--- src/rtl/cpu_pkg.sv ---
// Shared definitions for the cpu_ctrl fetch/decode/execute controller:
// opcodes, FSM states, instruction field positions and the decode bundle.
package cpu_pkg;

  localparam logic [3:0] OP_NOP  = 4'h0;
  localparam logic [3:0] OP_ADD  = 4'h1;
  localparam logic [3:0] OP_ADDI = 4'h2;
  localparam logic [3:0] OP_ST   = 4'h3;
  localparam logic [3:0] OP_LD   = 4'h4;

  localparam int OPC_MSB = 15;
  localparam int OPC_LSB = 12;
  localparam int R1_MSB  = 11;
  localparam int R1_LSB  = 9;
  localparam int R2_MSB  = 8;
  localparam int R2_LSB  = 6;
  localparam int IMM_MSB = 8;
  localparam int IMM_LSB = 0;
  localparam int IMM_W   = IMM_MSB - IMM_LSB + 1;

  typedef enum logic [2:0] {
    S_FETCH  = 3'd0,
    S_DECODE = 3'd1,
    S_EXEC   = 3'd2,
    S_MEM    = 3'd3,
    S_WB     = 3'd4,
    S_HALT   = 3'd5
  } state_t;

  typedef struct packed {
    logic is_nop;
    logic is_add;
    logic is_addi;
    logic is_st;
    logic is_ld;
    logic is_illegal;
  } dec_t;

endpackage

--- src/rtl/cpu_ctrl_instr_decoder.sv ---
// Combinational opcode decoder: exactly one dec_t flag is set for any opcode.
module instr_decoder
  import cpu_pkg::*;
(
  input  logic [3:0] opcode,
  output dec_t       dec
);

  always_comb begin
    dec = '0;
    case (opcode)
      OP_NOP:  dec.is_nop     = 1'b1;
      OP_ADD:  dec.is_add     = 1'b1;
      OP_ADDI: dec.is_addi    = 1'b1;
      OP_ST:   dec.is_st      = 1'b1;
      OP_LD:   dec.is_ld      = 1'b1;
      default: dec.is_illegal = 1'b1;
    endcase
  end

endmodule

--- src/rtl/cpu_ctrl.sv ---
// Multi-cycle fetch/decode/execute controller for the NOP/ADD/ADDI/ST/LD ISA.
// Strobes (rf_we, dm_we, dm_re) are pure decodes of state and opcode, so reset drops them at once.
module cpu_ctrl
  import cpu_pkg::*;
#(
  parameter int PC_W = 8,
  parameter int DW   = 16
) (
  input  logic            clk,
  input  logic            rst_n,
  input  logic            run,
  output logic [PC_W-1:0] rom_addr,
  input  logic [DW-1:0]   rom_data,
  output logic [2:0]      rf_ra1,
  output logic [2:0]      rf_ra2,
  input  logic [DW-1:0]   rf_rd1,
  input  logic [DW-1:0]   rf_rd2,
  output logic [2:0]      rf_wa,
  output logic [DW-1:0]   rf_wd,
  output logic            rf_we,
  output logic [8:0]      dm_addr,
  output logic [DW-1:0]   dm_wdata,
  output logic            dm_we,
  output logic            dm_re,
  input  logic [DW-1:0]   dm_rdata,
  output logic [DW-1:0]   ir,
  output logic [15:0]     retired,
  output logic            illegal,
  output state_t          state
);

  state_t          state_n;
  dec_t            dec;
  logic [PC_W-1:0] pc;
  logic [DW-1:0]   a_q;
  logic [DW-1:0]   b_q;
  logic [DW-1:0]   r_q;
  logic            ret_inc;

  instr_decoder u_dec (
    .opcode (ir[OPC_MSB:OPC_LSB]),
    .dec    (dec)
  );

  assign rom_addr = pc;
  assign rf_ra1   = ir[R1_MSB:R1_LSB];
  assign rf_ra2   = ir[R2_MSB:R2_LSB];
  assign rf_wa    = ir[R1_MSB:R1_LSB];
  assign rf_wd    = r_q;
  assign dm_addr  = ir[IMM_MSB:IMM_LSB];
  assign dm_wdata = a_q;

  always_ff @(posedge clk or negedge rst_n) begin
    if (!rst_n) state <= S_FETCH;
    else        state <= state_n;
  end

  always_comb begin
    state_n = state;
    rf_we   = 1'b0;
    dm_we   = 1'b0;
    dm_re   = 1'b0;
    ret_inc = 1'b0;
    case (state)
      S_FETCH:  if (run) state_n = S_DECODE;
      S_DECODE: state_n = dec.is_illegal ? S_HALT : S_EXEC;
      S_EXEC: begin
        if (dec.is_add || dec.is_addi) begin
          state_n = S_WB;
        end else if (dec.is_ld) begin
          dm_re   = 1'b1;
          state_n = S_MEM;
        end else if (dec.is_st || dec.is_nop) begin
          dm_we   = dec.is_st;
          ret_inc = 1'b1;
          state_n = S_FETCH;
        end else begin
          state_n = S_HALT;
        end
      end
      S_MEM: state_n = S_WB;
      S_WB: begin
        rf_we   = 1'b1;
        ret_inc = 1'b1;
        state_n = S_FETCH;
      end
      S_HALT:  state_n = S_HALT;
      default: state_n = S_FETCH;
    endcase
  end

  // Datapath registers; results wrap silently at DW bits.
  always_ff @(posedge clk or negedge rst_n) begin
    if (!rst_n) begin
      pc      <= '0;
      ir      <= '0;
      a_q     <= '0;
      b_q     <= '0;
      r_q     <= '0;
      retired <= '0;
      illegal <= 1'b0;
    end else begin
      if (state == S_FETCH && run) begin
        ir <= rom_data;
        pc <= pc + PC_W'(1);
      end
      if (state == S_DECODE) begin
        a_q <= rf_rd1;
        b_q <= rf_rd2;
        if (dec.is_illegal) illegal <= 1'b1;
      end
      if (state == S_EXEC) begin
        if (dec.is_add)       r_q <= a_q + b_q;
        else if (dec.is_addi) r_q <= a_q + DW'(ir[IMM_MSB:IMM_LSB]);
      end
      if (state == S_MEM) r_q <= dm_rdata;
      if (ret_inc) retired <= retired + 16'd1;
    end
  end

endmodule

--- config.mk ---
export PLATFORM = sky130hd
export DESIGN_NAME = cpu_ctrl
export DESIGN_NICKNAME = d
export VERILOG_FILES = /design/src/rtl/cpu_pkg.sv /design/src/rtl/cpu_ctrl_instr_decoder.sv /design/src/rtl/cpu_ctrl.sv
export SDC_FILE = /design/constraint.sdc
export NUM_CORES = 1
export LEC_CHECK = 0
export CORE_MARGIN = 2
export CORE_UTILIZATION = 46
export CTS_CLUSTER_DIAMETER = 40
export CTS_CLUSTER_SIZE = 20
export DETAILED_ROUTE_END_ITERATION = 16
export GPL_ROUTABILITY_DRIVEN = 1
export PLACE_DENSITY = 0.85
export SETUP_SLACK_MARGIN = 0.15
export SKIP_CTS_REPAIR_TIMING = 1
export SYNTH_ARGS = -nofsm -noshare
export SYNTH_HDL_FRONTEND = slang
export SYNTH_SLANG_ARGS = --single-unit
--- constraint.sdc ---
create_clock -name clk -period 3.9 [get_ports clk]
set_clock_uncertainty 0.05 [all_clocks]
set_input_delay 0.975 -clock clk [delete_from_list [all_inputs] [get_ports clk]]
set_output_delay 0.975 -clock clk [all_outputs]
set_load 0.005 [all_outputs]
======== Yosys cells after proc, flatten, opt, wreduce, memory -nomap -nowiden ========
Cells that the tools add are included.
word-level totals
  register bits ........................... 92
  output and inout bits ................... 97
cells by class
  add/sub/neg operators ................... 4
  equal/unequal tests ..................... 10
  muxes and demuxes ....................... 27
  bitwise gates (word level) .............. 1
  reductions and logical operators ........ 10
operators by type and width
  operator                                                         count
  16-bit two-way mux                                               4
  16-bit by 1-bit adder with 16-bit output, second input constant  1
  16-bit adder                                                     1
  16-bit by 9-bit adder with 16-bit output                         1
  1-bit two-way mux                                                16
  3-bit two-way mux                                                5
  3-bit one-hot mux with 5 select lines                            1
  8-bit by 1-bit adder with 8-bit output, second input constant    1
  4-bit by 2-bit == test with 1-bit output, second input constant  2
  3-bit by 2-bit == test with 1-bit output, second input constant  2
  3-bit == test, second input constant                             2
  5-bit OR reduction                                               1
  4-bit by 1-bit == test with 1-bit output, second input constant  1
  4-bit by 3-bit == test with 1-bit output, second input constant  1
  4-bit logical NOT                                                1
  2-bit AND reduction                                              2
  3-bit by 1-bit == test with 1-bit output, second input constant  1
  3-bit logical NOT                                                1
  3-bit nonzero test                                               1
  1-bit logical OR                                                 2
  2-bit != test, second input constant                             1
  1-bit one-hot mux with 2 select lines                            1
  2-bit nonzero test                                               1
  1-bit logical AND                                                1
  1-bit inverter                                                   1

======== Depth between registers and ports, before layout ========
  word-level depth ........................ 7
  mapped depth ............................ 12

======== By module ========
From an unflattened synthesis, not the netlist that was laid out.
unflattened totals
  cell total of the unflattened synthesis .. 424
  area total of the unflattened synthesis .. 4,755.8 sq um
modules (own cells, without submodules)
  module         times used  cells an instance  area an instance (sq um)  seq. area each (sq um)
  cpu_ctrl       1           417                4,699.5                   2,302.2
  instr_decoder  1           7                  56.3                      0.0

======== Least setup slack after synthesis ========
No wires, ideal clock.
  path type ............................... flip-flop to flip-flop
  start point ............................. register ir[14]
  end point ............................... register r_q[14], in the netlist rf_wd[14]
  arrival time ............................ 3.446 ns
  required time ........................... 3.749 ns
  path slack .............................. 0.303 ns
  cell stages (with the launch flop) ...... 12
  buffers on the path ..................... 1
  cells stage by stage .................... dfrtp_1 or2_4 nor3b_2 buf_2 mux2_2 fa_1 a21o_1 a21oi_1 o21ai_2 a311oi_1 mux2_2 nor4_1
on the way
  longest elaborated chain between the ends .. 5
  elaborated cells between the ends (all ways) .. 9
  classes of those cells .................. eq/ne (2); mux (5); reduce/logical (2)
ends and longest elaborated chain
  element                                   line                          RTL
  from (decl)                               cpu_ctrl.sv:26                output logic [DW-1:0] ir,
  from (signal assigned)                    cpu_ctrl.sv:104               ir <= rom_data;
  4-bit by 1-bit == test with 1-bit output  cpu_ctrl_instr_decoder.sv:11  case (opcode)
  1-bit two-way mux                         cpu_ctrl_instr_decoder.sv:11
  16-bit two-way mux                        cpu_ctrl.sv:113               if (dec.is_add) r_q <= a_q + b_q;
  16-bit two-way mux                        cpu_ctrl.sv:112               if (state == S_EXEC) begin
  16-bit two-way mux                        cpu_ctrl.sv:116               if (state == S_MEM) r_q <= dm_rdata;
  to (signal assigned)                      cpu_ctrl.sv:113
  to (signal assigned)                      cpu_ctrl.sv:114               else if (dec.is_addi) r_q <= a_q + DW'(ir[IMM_MSB:IMM_LSB]);
  to (signal assigned)                      cpu_ctrl.sv:116
  to (decl)                                 cpu_ctrl.sv:37                logic [DW-1:0] r_q;
Several ways; a longest one is shown, not always the timed one. The select of a mux whose other input is x is not followed.
A chain may end at the register's enable or synchronous reset.

======== Final worst setup path ========
Ends and elaborated chain as after synthesis.

==> run metrics <==
diodes inserted=0; compound-gate portion of the synthesized area=0.100; syn_nets=about 520; Worst Setup End Kind=flip-flop; EDFF count, synth=0; row cnt=37; flops & latches, synth=92; layout cells sized above 1=0.168; first-pass GRT wire length=between 15000 and 20000 um; xor-xnor portion of the synthesized cell area=0.0612; Max Freq=approximately 280 MHz; Synth cell types=52; CP required=4.12 ns; CP max-delay cell=dfrtp_1; largest family of logic cells by synthesized area=multiplexers; Worst Reg-to-Reg Cells=11; leakage=~2.8 nW; simple-gate portion of the synthesized area=0.119; Setup Slack @ Placement=roughly 0.16 ns; largest net degree at the start of global routing=49; Async S/R FF share, synth=1.00; routed wire length per instance=around 17 um; Initial DRC Count=between 150 and 200; Core Region=between 10000 and 15000 um^2; vias in the first global route=3869; all-layer global routing usage=0.217; fin area=slightly below 7000 um^2; top_reg_cell synth=dfrtp_1; Syn Inst Count=roughly 440; largest stage delay on the critical path=about 0.45 ns; Die H=between 100 and 150 um; Die W=107 um; kind of critical path=flip-flop to flip-flop; Worst Path Arrival=around 3.8 ns; Total Wirelength=approximately 12000 um; # setup viols final=0; clk_lat worst skew=0.36 ns; Layout Cells excl Fill=~700; GRT overflow=0; Placed Instances=701; Detail Route Antenna Nets=0; drt via density=~5.4; Slew @ Worst Pin=around 0.77 ns; Avg Cell Area, Syn=around 11 um^2; Seq/Total Area, Yosys=0.473; CTS max path bufs=2; clk root buf=clkbuf_8; Max Cap Viol=0; clk sinks=92; via count=between 3000 and 4000; Starting Density=0.472; setup TNS=0 ns; Top cell by count, worst path=mux2_2; final core utilization=0.653; clock-pin slew on the worst setup and hold paths=0.10 ns; worst-path maximum fanout=7; CTS tree=done; headroom to the max-slew limit=0.484; final-report max-slew violation count=0; I/O Buffers=approximately 160; drt first pass iters=4; die area=around 11000 um^2; unrepaired setup endpoints after global routing=false; post-DP HPWL=9150 um; cell area after placement=about 6500 um^2; Syn Std Cell Area=4870 um^2; crit-path cells=or2_4, nor3b_2, mux2_2, ha_1, fa_1, a21o_1, a21oi_2, o21ai_2, a311oi_2, mux2_2, nor4_1; multiplexer share of the synthesized area=0.143; DRC errors left=0; Min-Delay Path Depth=1; GP Congestion=0.913; H-tree depth=3; final hold vios=0; Synth Warn #=0; CTS Buf Count=9; io pins=roughly 160; Final Cycle Share=0.912; Layout fillers=837; HP Class=flip-flop to flip-flop; Post-Synth Adder-Cell Area=0.0504; P&R area growth vs syn=38.5%; power per cell area=839 nW/um^2; fin nets=between 600 and 700; status=finished, final reports clean; crit start category=flip-flop; initial antenna violation count=0; VDD IR max=between 400 and 500 uV; Tmin final=roughly 3.6 ns; Final WS setup=0.345 ns
==> per-stage QoR <==
step                      total power [mW]  hold WS, ns
after floorplan                       3.62        0.409
after global placement                4.76        0.404
after detailed placement              4.87        0.414
after CTS                             5.64        0.433
after global routing                  6.07        0.453
final                                 5.66        0.427
==> cells in the final DEF, fill, tap and decap left out, types with 2 or more instances in the layout <==
master           synthesis  routed
a211oi_1                 6       6
and3_1                   7       7
clkdlybuf4s50_1          0     162
a21o_1                   4       4
o211ai_1                 2       2
nand3_1                 10      10
nand2_1                 29      29
mux2i_1                  2       2
nor3_1                   4       4
bufinv_16                0       2
and2_1                   8       8
nand4_1                  7       7
and4_1                   2       2
a22oi_1                  4       4
a21oi_1                 24      23
nor4_1                   3       3
ha_1                    18      18
xor2_1                   8       8
nand2b_1                 3       3
mux2_2                  60      60
a32oi_1                  3       3
clkbuf_8                 1      12
buf_4                   19       5
clkinv_2                 0       2
a31oi_1                  4       4
nor2_1                  22      22
and2b_2                  2       2
dfrtp_1                 92      92
inv_1                    7       7
xnor2_1                 26      26
o31ai_1                  2       2
o21ai_0                 16      16
o21a_1                   2       2
==> state kept, by name, summed over array words and instances (netlist names) <==
register and cells:
b_q 16, illegal 1, retired 16, rf_wd 16
state 3, ir 16, dm_wdata 16, rom_addr 8
==> area by class of cell <==
| type | count | area, um^2 | share of cell area |
|---|---|---|---|
| well taps | 136 | 170 | 0.0252 |
| clock buffers | 12 | 165 | 0.0245 |
| clock inverters | 4 | 70.1 | 0.0104 |
| multi-input cells | 299 | 2320 | 0.344 |
| inverters | 7 | 26.3 | 0.00389 |
| flip-flops and latches | 92 | 2300 | 0.341 |
| repair buffers | 169 | 1690 | 0.251 |
==> cells by family after synthesis <==
logic type,after synthesis
AND/OR/NAND/NOR,109
XOR/XNOR,34
AO/OA/AOI/OAI,75
adder cells (fa/ha/maj),19
buffers and inverters,45
multiplexers,62
flip-flops,92
==> report_power, final <==
part	switching, mW	leakage [nW]	total, mW	internal [mW]
logic	1.35	1.59	3.15	1.79
registers	0.394	1.12	1.76	1.37
clock network	0.340	0.122	0.752	0.412
==> worst max-delay path, delay by kind of cell (launching register included) <==
family / cells / cell delay [ns]
flops: 1 / 0.45
simple gates: 3 / 0.82
fa+ha+maj: 2 / 0.65
mux: 2 / 0.73
compound gates: 4 / 0.79
==> Yosys cell counts, types with 2 or more instances <==
| cell | instances | area share |
|---|---|---|
| nor4_1 | 3 | 0.0039 |
| o211ai_1 | 2 | 0.0031 |
| a32oi_1 | 3 | 0.0054 |
| a31oi_1 | 4 | 0.0051 |
| and3_1 | 7 | 0.0090 |
| o31ai_1 | 2 | 0.0031 |
| o21ai_0 | 16 | 0.016 |
| nand2_1 | 29 | 0.022 |
| ha_1 | 18 | 0.046 |
| nor2_1 | 22 | 0.017 |
| buf_2 | 9 | 0.0092 |
| a21o_1 | 4 | 0.0062 |
| mux2i_1 | 2 | 0.0041 |
| clkbuf_1 | 9 | 0.0069 |
| nand4_1 | 7 | 0.0090 |
| inv_1 | 7 | 0.0054 |
| xnor2_1 | 26 | 0.047 |
| nor3_1 | 4 | 0.0041 |
| a22oi_1 | 4 | 0.0062 |
| a311oi_1 | 2 | 0.0036 |
| nand3_1 | 10 | 0.010 |
| dfrtp_1 | 92 | 0.47 |
| and4_1 | 2 | 0.0036 |
| and2_1 | 8 | 0.010 |
| o21a_1 | 2 | 0.0031 |
| nand2b_1 | 3 | 0.0039 |
| and2b_2 | 2 | 0.0036 |
| a211oi_1 | 6 | 0.0092 |
| a21oi_1 | 24 | 0.025 |
| mux2_2 | 60 | 0.14 |
| buf_4 | 19 | 0.029 |
| xor2_1 | 8 | 0.014 |
==> worst paths after layout <==
check / start / to / slack (ns)
worst min-delay path: retired[15] / retired[15] / 0.43
max in group asynchronous: rst_n / retired[15] / 2.55
worst max register to register: ir[14] / rf_wd[14] / 0.35
worst max-delay path: ir[14] / rf_wd[14] / 0.35
worst min register to register: retired[15] / retired[15] / 0.43
min in group asynchronous: rst_n / dm_wdata[14] / 0.57
==> metal layers <==
| metal | wire length (um) | part of all wire | vias up | GRT usage |
|---|---|---|---|---|
| met1 | 5480 | 0.45 | 1879 | 0.294 |
| met3 | 701 | 0.057 | 21 | 0.0365 |
| met2 | 5740 | 0.47 | 141 | 0.349 |
| li1 | - | - | 1821 | - |
| met4 | 299 | 0.024 | 0 | 0.0826 |
| met5 | 0 | 0 | - | 0 |
Power figures use the tool's default switching activity.
